--- config.mk ---
export PLATFORM = sky130hd
export DESIGN_NAME = id_issue_ctrl
export DESIGN_NICKNAME = d
export VERILOG_FILES = /design/src/rtl/id_issue_ctrl_pkg.sv /design/src/rtl/id_scoreboard.sv /design/src/rtl/id_issue_ctrl.sv
export SDC_FILE = /design/constraint.sdc
export NUM_CORES = 1
export LEC_CHECK = 0
export ABC_AREA = 1
export CELL_PAD_IN_SITES_DETAIL_PLACEMENT = 1
export CELL_PAD_IN_SITES_GLOBAL_PLACEMENT = 1
export CORE_MARGIN = 2
export CORE_UTILIZATION = 25
export DETAILED_ROUTE_END_ITERATION = 7
export PLACE_DENSITY = 0.56
export SYNTH_ARGS = -nofsm -noshare
export SYNTH_HDL_FRONTEND = slang
export SYNTH_SLANG_ARGS = --single-unit
--- constraint.sdc ---
create_clock -name clk -period 3 [get_ports clk]
set_clock_uncertainty 0.15 [all_clocks]
set_input_delay 0.45 -clock clk [delete_from_list [all_inputs] [get_ports clk]]
set_output_delay 0.45 -clock clk [all_outputs]
set_load 0.05 [all_outputs]
--- src/rtl/id_issue_ctrl_pkg.sv ---
// Shared definitions for the ID issue controller: FSM encoding and RISC-V register field positions.
package id_issue_ctrl_pkg;

  typedef enum logic [1:0] {
    StRun   = 2'd0,
    StStall = 2'd1,
    StFlush = 2'd2
  } state_e;

  localparam int unsigned REG_IDX_W = 5;
  localparam int unsigned NUM_REGS  = 32;
  localparam int unsigned RS1_LSB   = 15;
  localparam int unsigned RS2_LSB   = 20;
  localparam int unsigned RD_LSB    = 7;
  // Wide enough for MAX_OUT up to 15.
  localparam int unsigned CNT_W     = 4;

endpackage

--- src/rtl/id_scoreboard.sv ---
// Register busy scoreboard and outstanding-instruction counter; produces the issue hazard
// from registered state only.
module id_scoreboard
  import id_issue_ctrl_pkg::*;
#(
  parameter int unsigned MAX_OUT = 4
) (
  input  logic                 clk,
  input  logic                 rst,
  input  logic                 i_clear,
  input  logic                 i_wb_block,
  input  logic                 i_issue,
  input  logic                 i_set_en,
  input  logic [REG_IDX_W-1:0] i_set_rd,
  input  logic                 i_wb_valid,
  input  logic [REG_IDX_W-1:0] i_wb_rd,
  input  logic                 i_use_rs1,
  input  logic                 i_use_rs2,
  input  logic [REG_IDX_W-1:0] i_rs1,
  input  logic [REG_IDX_W-1:0] i_rs2,
  output logic                 o_hazard
);

  logic [NUM_REGS-1:0] r_busy;
  logic [NUM_REGS-1:0] w_busy_d;
  logic [CNT_W-1:0]    r_out_cnt;
  logic [CNT_W-1:0]    w_out_cnt_d;
  logic                w_wb;

  assign w_wb = i_wb_valid & ~i_wb_block;

  always_comb begin
    w_busy_d = r_busy;
    if (w_wb) w_busy_d[i_wb_rd] = 1'b0;
    // Set after clear so a same-cycle issue to the retiring register keeps it busy.
    if (i_set_en) w_busy_d[i_set_rd] = 1'b1;
    w_busy_d[0] = 1'b0;
    if (i_clear) w_busy_d = '0;
  end

  always_comb begin
    w_out_cnt_d = r_out_cnt;
    if (i_clear) begin
      w_out_cnt_d = '0;
    end else if (i_issue && !w_wb) begin
      w_out_cnt_d = r_out_cnt + 1'b1;
    end else if (!i_issue && w_wb && (r_out_cnt != '0)) begin
      w_out_cnt_d = r_out_cnt - 1'b1;
    end
  end

  always_ff @(posedge clk or posedge rst) begin
    if (rst) begin
      r_busy    <= '0;
      r_out_cnt <= '0;
    end else begin
      r_busy    <= w_busy_d;
      r_out_cnt <= w_out_cnt_d;
    end
  end

  assign o_hazard = (i_use_rs1 & r_busy[i_rs1]) | (i_use_rs2 & r_busy[i_rs2]) |
                    (r_out_cnt == CNT_W'(MAX_OUT));

endmodule

--- src/rtl/id_issue_ctrl.sv ---
// Decode-stage issue controller: one-entry holding slot, RAW/occupancy stall and branch flush.
// Optional ID_ISSUE_CTRL_PERF_EN adds a 32-bit stall_cycles counter output.
module id_issue_ctrl
  import id_issue_ctrl_pkg::*;
#(
  parameter int unsigned WIDTH   = 32,
  parameter int unsigned MAX_OUT = 4
) (
  input  logic                 clk,
  input  logic                 rst,
  input  logic                 if_valid,
  input  logic [WIDTH-1:0]     if_inst,
  output logic                 if_ready,
  output logic                 id_valid,
  output logic [WIDTH-1:0]     id_inst,
  input  logic                 id_ready,
  input  logic                 dec_use_rs1,
  input  logic                 dec_use_rs2,
  input  logic                 dec_rd_we,
  input  logic                 wb_valid,
  input  logic [REG_IDX_W-1:0] wb_rd,
  input  logic                 flush,
  output logic                 stall
`ifdef ID_ISSUE_CTRL_PERF_EN
  ,
  output logic [31:0]          stall_cycles
`endif
);

  state_e               r_state;
  state_e               w_state_d;
  logic                 r_hold_valid;
  logic [WIDTH-1:0]     r_hold_inst;
  logic                 w_hazard;
  logic                 w_issue;
  logic                 w_load;
  logic [REG_IDX_W-1:0] w_rs1;
  logic [REG_IDX_W-1:0] w_rs2;
  logic [REG_IDX_W-1:0] w_rd;

  assign w_rs1   = r_hold_inst[RS1_LSB +: REG_IDX_W];
  assign w_rs2   = r_hold_inst[RS2_LSB +: REG_IDX_W];
  assign w_rd    = r_hold_inst[RD_LSB +: REG_IDX_W];
  assign id_inst = r_hold_inst;

  always_comb begin
    w_state_d = r_state;
    id_valid  = 1'b0;
    stall     = 1'b0;
    case (r_state)
      StRun: begin
        // Flush withdraws the offer so EX never accepts an instruction being discarded.
        id_valid = r_hold_valid & ~w_hazard & ~flush;
        stall    = r_hold_valid & w_hazard;
        if (r_hold_valid && w_hazard) w_state_d = StStall;
      end
      StStall: begin
        stall = 1'b1;
        if (!w_hazard) w_state_d = StRun;
      end
      StFlush: w_state_d = StRun;
      default: w_state_d = StRun;
    endcase
    if (flush) w_state_d = StFlush;
  end

  assign w_issue  = id_valid & id_ready;
  assign if_ready = (r_state != StFlush) & ~flush & (~r_hold_valid | w_issue);
  assign w_load   = if_valid & if_ready;

  always_ff @(posedge clk or posedge rst) begin
    if (rst) begin
      r_state      <= StRun;
      r_hold_valid <= 1'b0;
      r_hold_inst  <= '0;
    end else begin
      r_state <= w_state_d;
      if (flush) begin
        r_hold_valid <= 1'b0;
      end else if (w_load) begin
        r_hold_valid <= 1'b1;
        r_hold_inst  <= if_inst;
      end else if (w_issue) begin
        r_hold_valid <= 1'b0;
      end
    end
  end

  id_scoreboard #(
    .MAX_OUT(MAX_OUT)
  ) u_scoreboard (
    .clk       (clk),
    .rst       (rst),
    .i_clear   (flush),
    .i_wb_block(r_state == StFlush),
    .i_issue   (w_issue),
    .i_set_en  (w_issue & dec_rd_we & (w_rd != '0)),
    .i_set_rd  (w_rd),
    .i_wb_valid(wb_valid),
    .i_wb_rd   (wb_rd),
    .i_use_rs1 (dec_use_rs1),
    .i_use_rs2 (dec_use_rs2),
    .i_rs1     (w_rs1),
    .i_rs2     (w_rs2),
    .o_hazard  (w_hazard)
  );

`ifdef ID_ISSUE_CTRL_PERF_EN
  logic [31:0] r_stall_cycles;

  always_ff @(posedge clk or posedge rst) begin
    if (rst) begin
      r_stall_cycles <= '0;
    end else if (stall) begin
      r_stall_cycles <= r_stall_cycles + 32'd1;
    end
  end

  assign stall_cycles = r_stall_cycles;
`endif

endmodule

==> results of run 1 <==
layout make-up:
cell class                      instances  share of cell area, %
Inverter                               96                   6.43
Clock buffer                           12                   4.28
Timing Repair Buffer                  107                   18.7
Multi-Input combinational cell        421                   35.0
Clock inverter                          4                  0.391
Tap cell                              220                   4.78
Sequential cell                        70                   30.5
registers in the layout (all words and copies together), names as in the netlist:
register	cells
r_hold_valid	1
id_inst	32
u_scoreboard.r_busy	31
r_state	2
u_scoreboard.r_out_cnt	4
routing by layer:
| metal | vias up | wire (microns) | global-route usage (%) |
|---|---|---|---|
| met5 | - | 0 | 0 |
| met4 | 0 | 107 | 4.56 |
| met3 | 10 | 715 | 3.67 |
| met2 | 101 | 7620 | 29.6 |
| met1 | 2050 | 7670 | 25.7 |
| li1 | 2146 | - | - |
worst min-delay path, stage by stage (launching register included):
cell and delay (ns):
dfrtp_1 0.34, nand2_1 0.05, nand2_1 0.05
metrics by stage:
step	hold slack [ns]	setup slack [ns]	instances
floorplan	0.371	0.0226	614
global placement	0.316	0.0951	907
detailed placement	0.317	-0.112	907
CTS	0.334	0.00874	926
global route	0.358	-0.140	930
finish	0.328	0.0695	930
cell usage in the layout, fill, tap and decap left out, types with 3 or more instances in the layout:
cell             count
nand2_2              3
o21ai_0              6
clkdlybuf4s50_1     77
clkinv_2             3
inv_1               91
nor3_1              11
a21oi_1             62
nand3_2              8
nand4_1              6
nand3_1            117
nand2_1            158
dfrtp_1             68
nor2_1              34
buf_12               6
clkbuf_16            9
buf_4               21
inv_2                3
cells by family (layout without fill, tap and decap cells):
| logic type | after synthesis | in the layout | share of synthesized area (%) |
|---|---|---|---|
| and+or+nand+nor | 341 | 341 | 35.1 |
| AOI/OAI and AO/OA | 75 | 75 | 9.30 |
| buffers and inverters | 123 | 219 | 12.9 |
| adders and majority gates | 3 | 3 | 1.06 |
| xor gates and xnor gates | 2 | 2 | 0.412 |
| DFF | 70 | 70 | 41.2 |
what timing repair did:
item / in CTS / in global routing
hold buffers: 0 / 0
cloned: 0 / 1
buffers inserted: 3 / 3
pin swaps: 1 / 12
resized for setup: 3 / 18
setup endpoints to repair: 3 / 7
worst max-delay path by stage:
stage	from	to	slack, ns	cells after the start
floorplan	id_inst[16]	u_scoreboard.r_out_cnt[3]	0.02	19
global placement	id_inst[20]	u_scoreboard.r_out_cnt[3]	0.1	20
detailed placement	id_inst[20]	u_scoreboard.r_out_cnt[3]	-0.11	20
CTS	id_inst[20]	if_ready	0.009	14
global route	id_inst[15]	u_scoreboard.r_out_cnt[3]	-0.14	19
finish	id_inst[15]	if_ready	0.07	14
power by group through the flow:
| stage | sequential (mW) | clock [mW] | combinational, mW |
|---|---|---|---|
| global placement | 1.21 | 0 | 1.40 |
| detailed placement | 1.21 | 0 | 1.43 |
| CTS | 1.20 | 1.02 | 1.46 |
| floorplan | 1.51 | 0 | 0.608 |
| finish | 1.21 | 0.988 | 1.51 |
| global route | 1.23 | 1.07 | 1.64 |
Yosys cell counts:
cell type	number
o21ai_0	7
nand3b_1	1
clkbuf_1	6
or2_2	1
nor2_4	1
a31oi_1	1
buf_2	10
nand2_1	161
nand4_1	6
o211ai_1	2
nor2_1	34
ha_1	2
buf_6	9
nand3_1	123
dfrtp_1	70
nor2_2	1
a21oi_1	64
xor2_1	2
inv_1	94
buf_4	2
inv_2	1
clkinv_2	1
nand3_2	2
a21boi_4	1
fa_1	1
nor3_1	11
==> results.sh, run 1 <==
export IMPL_outcome="complete, no violations"
export IMPL_synth_warnings=0
export IMPL_port_buffer_count=80
export IMPL_synth_top_area_share_pct=41.2
export IMPL_worstPathArrival_ns=2.33
export IMPL_ant_nets=0
export IMPL_firstDrtPassIters=6
export IMPL_reg2reg_depth=20
export IMPL_hold_path_cell_count=2
export IMPL_hold_violations=0
export IMPL_grt_pass1_vias=4596
export IMPL_place_hpwl_microns=12100
export IMPL_cp_num_buf_inv=3
export IMPL_tightest_slew_ns=0.671
export IMPL_diodes=0
export IMPL_clock_latency_ns=0.33
export IMPL_routedWlPerCell_microns=17.3
export IMPL_post_route_util_pct=34.7
export IMPL_netlist_instances=614
export IMPL_p_clk_share_pct=26.7
export IMPL_cts_root_buffer="clkbuf_16"
export IMPL_setup_viol_count_final=0
export IMPL_peakVddDrop_mv=0.265
export IMPL_setup_tns_ns=0
export IMPL_ys_seq_area_share_pct=41.2
export IMPL_crit_slowest_cell="dfrtp_2"
export IMPL_design_area_sq_um=5760
export IMPL_crit_fanout=8
export IMPL_cts_tree="yes"
export IMPL_regArea_sq_um=1750
export IMPL_antenna_found_initial=0
export IMPL_p_per_area_nw_per_um2=643
export IMPL_period_needed_ns=2.93
export IMPL_path_class="flop to primary output"
export IMPL_multi_input_area_sq_um=2010
export IMPL_cts_buffer_depth=2
export IMPL_initial_core_util_pct=25.6
export IMPL_cts_htree_levels=3
export IMPL_drc=0
export IMPL_crit_path_end_kind="primary output"
export IMPL_p_seq_share_pct=32.6
export IMPL_num_vias=4307
export IMPL_grt_usage_pct=18.5
export IMPL_syn_area_sq_um=4250
export IMPL_vias_per_cell=4.63
export IMPL_rsz0062_at_grt="true"
export IMPL_synth_area_leaders="dfrtp_1, nand3_1, nand2_1"
export IMPL_synth_largest_area_cell="dfrtp_1"
export IMPL_nNetsFinal=754
export IMPL_synthesis_nets=663
export IMPL_fill_cells=2072
export IMPL_maxCapViolCount=0
export IMPL_cts_sinks=70
export IMPL_swShare_pct=41.2
export IMPL_r2r_slack_ns=0.10
export IMPL_rows=47
export IMPL_p_int_mw=2.18
export IMPL_ys_seq_elements=70
export IMPL_drt_iter0_drc=224
export IMPL_power_mw=3.70
export IMPL_grt_overflow=0
export IMPL_slew_violations=0
export IMPL_netSwitchingPower_mw=1.53
export IMPL_worstPathRequired_ns=2.40
export IMPL_max_slew_margin_rel_pct=55.1
export IMPL_gp_congestion=0.857
export IMPL_dieArea_sq_um=18100
export IMPL_min_from="id_inst[3]"
export IMPL_placed_area_sq_um=5360
export IMPL_cts_made_buffers=9
export IMPL_avgSynthCellArea_sq_um=6.92
export IMPL_cp_common_cell="nand2_1"
export IMPL_p_leak_nw=2.62
export IMPL_die_width_microns=134
export IMPL_die_h_microns=134
export IMPL_grt_pass1_wl_microns=25700
export IMPL_cp_slowest_stage_delay_ns=0.46
export IMPL_regToRegStartpoint="id_inst[15]"
export IMPL_critical_path_startpoint_type="flop"
export IMPL_fp_coreArea_sq_um=16600
export IMPL_worstPathCellList="buf_6, nand2_1, nor2_1, nor2_1, nand2_1, nand3_1, nand3_1, nand3_2, nand2_1, nor2_2, buf_4, nand3_2, a21boi_4, buf_12"
export IMPL_io_pins=81
export IMPL_clk_pin_slew_ns=0.06
export IMPL_drive_gt1_share_pct=9.86
export IMPL_whs_endpoint="id_inst[3]"
export IMPL_hp_class="flop to flop"
export IMPL_max_freq_ghz=0.341
export IMPL_area_delta_synth_final_pct=35.5
export IMPL_grt_max_degree=71
export IMPL_p_comb_share_pct=40.7
export IMPL_period_share_pct=97.7
export IMPL_r2r_end="u_scoreboard.r_out_cnt[3]"
export IMPL_drt_wl_total_microns=16100
export IMPL_cp_top_family="simple AND/OR/NAND/NOR gates"
export IMPL_yosysUniqueCellTypes=26
Note: power is estimated with default switching activity, not from simulation.
==> run 2, diff against run 1 <==
--- a/config.mk
+++ b/config.mk
@@ -8,7 +8,6 @@
 export ABC_AREA = 1
 export CELL_PAD_IN_SITES_DETAIL_PLACEMENT = 1
 export CELL_PAD_IN_SITES_GLOBAL_PLACEMENT = 1
-export CORE_MARGIN = 2
 export CORE_UTILIZATION = 25
 export DETAILED_ROUTE_END_ITERATION = 7
 export PLACE_DENSITY = 0.56
==> results.sh, run 2 (same netlist as run 1, synthesis figures left out) <==
export IMPL_multi_input_area_sq_um=2080
export IMPL_die_h_microns=132
export IMPL_cts_sinks=70
export IMPL_tightest_slew_ns=0.779
export IMPL_hp_class="flop to flop"
export IMPL_gp_congestion=0.818
export IMPL_firstDrtPassIters=4
export IMPL_swShare_pct=40.2
export IMPL_period_share_pct=97.8
export IMPL_cts_made_buffers=9
export IMPL_path_class="flop to primary output"
export IMPL_area_delta_synth_final_pct=40.6
export IMPL_fp_coreArea_sq_um=16600
export IMPL_netSwitchingPower_mw=1.59
export IMPL_p_seq_share_pct=30.7
export IMPL_drt_wl_total_microns=16500
export IMPL_crit_fanout=7
export IMPL_grt_usage_pct=19.7
export IMPL_clock_latency_ns=0.34
export IMPL_hold_violations=0
export IMPL_max_slew_margin_rel_pct=47.9
export IMPL_hold_buffers=0
export IMPL_io_pins=81
export IMPL_grt_max_degree=71
export IMPL_worstPathArrival_ns=2.33
export IMPL_grt_pass1_vias=4719
export IMPL_drt_iter0_drc=155
export IMPL_setup_viol_count_final=0
export IMPL_place_hpwl_microns=12100
export IMPL_maxCapViolCount=0
export IMPL_initial_core_util_pct=25.6
export IMPL_peakVddDrop_mv=0.316
export IMPL_p_clk_share_pct=28.3
export IMPL_port_buffer_count=80
export IMPL_pre_cts_ws_ns=0.0138
export IMPL_design_area_sq_um=5980
export IMPL_p_per_area_nw_per_um2=663
export IMPL_largest_register_ffs=32
export IMPL_hold_slack_ns=0.334
export IMPL_worstSetupEndpoint="if_ready"
export IMPL_rows=47
export IMPL_final_cell_mix="nand2_1, nand3_1, inv_1, clkdlybuf4s50_1, dfrtp_1"
export IMPL_r2r_end="u_scoreboard.r_out_cnt[3]"
export IMPL_outcome="complete, no violations"
export IMPL_reg2reg_depth=20
export IMPL_grt_overflow=0
export IMPL_rsz0062_at_grt="true"
export IMPL_routedWlPerCell_microns=17.7
export IMPL_setup_ws_ns=0.0656
export IMPL_worstPathRequired_ns=2.40
export IMPL_r2r_slack_ns=0.08
export IMPL_diodes=0
export IMPL_final_common_cell="nand2_1"
export IMPL_slew_violations=0
export IMPL_die_width_microns=132
export IMPL_critical_path_startpoint_type="flop"
export IMPL_nNetsFinal=760
export IMPL_cts_buffer_depth=2
export IMPL_max_freq_ghz=0.341
export IMPL_drc=0
export IMPL_fill_cells=2055
export IMPL_p_leak_nw=2.73
export IMPL_p_comb_share_pct=41.0
export IMPL_clk_pin_slew_ns=0.06
export IMPL_dieArea_sq_um=17500
export IMPL_p_int_mw=2.37
export IMPL_regArea_sq_um=1750
export IMPL_crit_path_end_kind="primary output"
export IMPL_startpoint="id_inst[15]"
export IMPL_vias_per_cell=4.72
export IMPL_ant_nets=0
export IMPL_num_vias=4414
export IMPL_cts_htree_levels=3
export IMPL_grt_pass1_wl_microns=26500
export IMPL_regToRegStartpoint="id_inst[15]"
export IMPL_period_needed_ns=2.93
export IMPL_placed_area_sq_um=5350
export IMPL_drive_gt1_share_pct=11.9
export IMPL_cts_tree="yes"
export IMPL_cts_root_buffer="clkbuf_16"
export IMPL_antenna_found_initial=0
-- run 2: per-stage QoR --
stage / util [%] / power [mW] / cells / setup TNS (ns)
floorplan: - / 2.11 / 614 / 0
global placement: 32.3 / 2.62 / 904 / 0
detailed placement: 32.3 / 2.64 / 904 / 0
CTS: 35.3 / 3.91 / 931 / -0.00674
global route: 36.0 / 4.18 / 935 / -0.259
finish: 36.0 / 3.97 / 935 / 0
-- run 2: cell type report --
| class | count | area share, % |
|---|---|---|
| Multi-Input combinational cell | 421 | 34.7 |
| Sequential cell | 70 | 29.3 |
| Timing Repair Buffer | 112 | 19.6 |
| Inverter | 96 | 6.28 |
| Tap cell | 220 | 4.60 |
| Clock buffer | 12 | 4.46 |
| Clock inverter | 3 | 0.712 |
| Timing Repair inverter | 1 | 0.272 |
-- run 2: worst min-delay path by stage --
stage	start	to	cells after the start
3_3_place_gp	id_inst[28]	id_inst[28]	2
6_report	id_inst[4]	id_inst[4]	2
3_5_place_dp	id_inst[4]	id_inst[4]	2
4_1_cts	id_inst[4]	id_inst[4]	2
2_1_floorplan	u_scoreboard.r_out_cnt[0]	u_scoreboard.r_out_cnt[0]	2
5_1_grt	id_inst[4]	id_inst[4]	2
-- run 2: what timing repair did --
item	4_1_cts	5_1_grt
buffers inserted	10	4
gates cloned	2	0
pin swaps	9	13
setup endpoints to repair	3	5
resized for setup	24	18
-- run 2: power groups by stage --
stage | clock [mW] | combinational (mW) | sequential [mW]
6_report | 1.12 | 1.63 | 1.22
5_1_grt | 1.19 | 1.75 | 1.24
4_1_cts | 1.15 | 1.55 | 1.21
3_5_place_dp | 0 | 1.42 | 1.22
3_3_place_gp | 0 | 1.40 | 1.22
2_1_floorplan | 0 | 0.608 | 1.51
-- run 2: layer usage --
metal  share of wire [%]  vias to the layer above  GRT usage, %
met5                   0                        -             0
li1                    -                     2161             -
met4                 2.4                        0          7.41
met2                  46                      106          31.6
met1                  48                     2119          26.3
met3                 4.4                       28          3.83
-- run 2: critical path, cell delays in order, from the launching register on --
cell      delay [ns]
dfrtp_2         0.50
buf_6           0.17
clkinv_8        0.06
nand2_1         0.05
nand3_1         0.08
nand3_1         0.10
nand3_1         0.11
nand3_2         0.09
nand3_2         0.09
nand2_2         0.07
nor2_4          0.11
buf_6           0.12
nand3_4         0.08
a21boi_4        0.20
buf_12          0.16
==> run 3, diff against run 2 <==
--- a/config.mk
+++ b/config.mk
@@ -9,8 +9,10 @@
 export CELL_PAD_IN_SITES_DETAIL_PLACEMENT = 1
 export CELL_PAD_IN_SITES_GLOBAL_PLACEMENT = 1
 export CORE_UTILIZATION = 25
+export CTS_BUF_LIST = sky130_fd_sc_hd__clkbuf_2
 export DETAILED_ROUTE_END_ITERATION = 7
 export PLACE_DENSITY = 0.56
+export SLEW_MARGIN = 20
 export SYNTH_ARGS = -nofsm -noshare
 export SYNTH_HDL_FRONTEND = slang
 export SYNTH_SLANG_ARGS = --single-unit
==> results.sh, run 3 (same netlist as run 1, synthesis figures left out) <==
export IMPL_setup_viol_count_final=5
export IMPL_hp_class="input pin to async pin"
export IMPL_place_hpwl_microns=12100
export IMPL_antenna_found_initial=1
export IMPL_drc=0
export IMPL_dieArea_sq_um=17500
export IMPL_design_area_sq_um=5880
export IMPL_max_freq_ghz=0.307
export IMPL_setup_ws_ns=-0.253
export IMPL_final_common_cell="nand2_1"
export IMPL_power_mw=3.46
export IMPL_maxCapViolCount=0
export IMPL_num_vias=4454
export IMPL_cts_sinks=70
export IMPL_cts_root_buffer="clkbuf_2"
export IMPL_crit_fanout=6
export IMPL_setup_tns_ns=-0.664
export IMPL_pre_cts_ws_ns=0.0138
export IMPL_grt_overflow=0
export IMPL_p_per_area_nw_per_um2=589
export IMPL_grt_max_degree=71
export IMPL_crit_path_end_kind="primary output"
export IMPL_port_buffer_count=80
export IMPL_ant_nets=0
export IMPL_worstPathRequired_ns=2.40
export IMPL_clock_latency_ns=0.59
export IMPL_fp_coreArea_sq_um=16600
export IMPL_p_leak_nw=2.68
export IMPL_place_inst=904
export IMPL_tightest_slew_ns=0.756
export IMPL_cts_made_buffers=9
export IMPL_initial_core_util_pct=25.6
export IMPL_die_h_microns=132
export IMPL_post_route_util_pct=35.4
export IMPL_peakVddDrop_mv=0.260
export IMPL_placed_area_sq_um=5350
export IMPL_period_share_pct=108
export IMPL_rows=47
export IMPL_max_slew_margin_rel_pct=49.4
export IMPL_worstPathArrival_ns=2.65
export IMPL_hold_slack_ns=0.0610
export IMPL_area_delta_synth_final_pct=38.2
export IMPL_nNetsFinal=766
export IMPL_rsz0062_at_grt="true"
export IMPL_routedWlPerCell_microns=17.7
export IMPL_critical_path_startpoint_type="flop"
export IMPL_drt_iter0_drc=160
export IMPL_final_cell_mix="nand2_1, nand3_1, inv_1, clkdlybuf4s50_1, dfrtp_1"
export IMPL_grt_usage_pct=19.7
export IMPL_path_class="flop to primary output"
export IMPL_io_pins=81
export IMPL_cts_htree_levels=3
export IMPL_cts_tree="yes"
export IMPL_die_width_microns=132
export IMPL_hold_buffers=0
export IMPL_period_needed_ns=3.25
export IMPL_outcome="complete, but fails checks"
export IMPL_violations="negative setup slack"
export IMPL_slew_violations=0
export IMPL_grt_pass1_vias=4738
export IMPL_gp_congestion=0.818
export IMPL_cts_buffer_depth=2
export IMPL_clk_pin_slew_ns=0.22
export IMPL_largest_register_ffs=32
export IMPL_grt_pass1_wl_microns=26400
export IMPL_hold_violations=0
export IMPL_vias_per_cell=4.73
export IMPL_finalNonFillerCells=942
export IMPL_firstDrtPassIters=4
export IMPL_drive_gt1_share_pct=14.7
export IMPL_drt_wl_total_microns=16700
[run 3: cell types whose count changed in the layout (fill, tap and decap cells not counted), moves of 4 or more]
cell	change
clkbuf_16	-8
nand2_2	+8
buf_6	+4
nand2_1	-7
nand3_2	+8
nand3_1	-8
clkbuf_2	+9
[run 3: cell type report]
class	count	area, sq um
clock buffer	9	45.0
inverter	96	370
timing repair buffer	119	1240
sequential	70	1750
tap	220	275
clock inverter	6	53.8
fill	2069	10700
multi-input combinational	421	2130
antenna	1	2.50
[run 3: path summary, 6_finish.rpt]
kind,start,endpoint,slack [ns],depth (start not counted)
max,id_inst[20],if_ready,-0.25,14
min,rst,id_inst[31],0.06,3
max reg2reg,id_inst[20],u_scoreboard.r_out_cnt[3],-0.18,24
min reg2reg,id_inst[4],id_inst[4],0.37,2
max in group asynchronous,rst,u_scoreboard.r_busy[22],2.27,3
min in group clk,if_inst[4],id_inst[4],0.22,3
[run 3: report_power, final]
| part | internal [mW] | switching (mW) |
|---|---|---|
| combinational | 0.650 | 1.05 |
| clock | 0.178 | 0.370 |
| sequential | 1.06 | 0.154 |
| total | 1.89 | 1.57 |
[run 3: timing repair]
| item | 4_1_cts | 5_1_grt |
|---|---|---|
| gates resized for setup | 18 | 49 |
| pin swaps | 6 | 37 |
| cloned | 0 | 1 |
| setup buffers | 12 | 12 |
| endpoints found under the setup margin | 4 | 7 |
[run 3: critical path, cell delays in order (launching register included)]
cell and delay (ns):
dfrtp_2 0.54, clkbuf_16 0.19, nand2_1 0.08, nand3_1 0.08, nand3_1 0.11, nand2_1 0.07, nand2_1 0.07, nand3_2 0.07
nand2_1 0.08, nor2_2 0.05, nor2_4 0.14, buf_6 0.13, nand3_4 0.08, a21boi_4 0.20, buf_12 0.16
[run 3: routing by layer]
metal,vias to the layer above,share of wire (%),track usage [%]
li1,2178,-,-
met1,2142,47,25.9
met2,108,46,31.9
met3,26,4.5,3.64
met4,0,2.2,7.79
met5,-,0,0
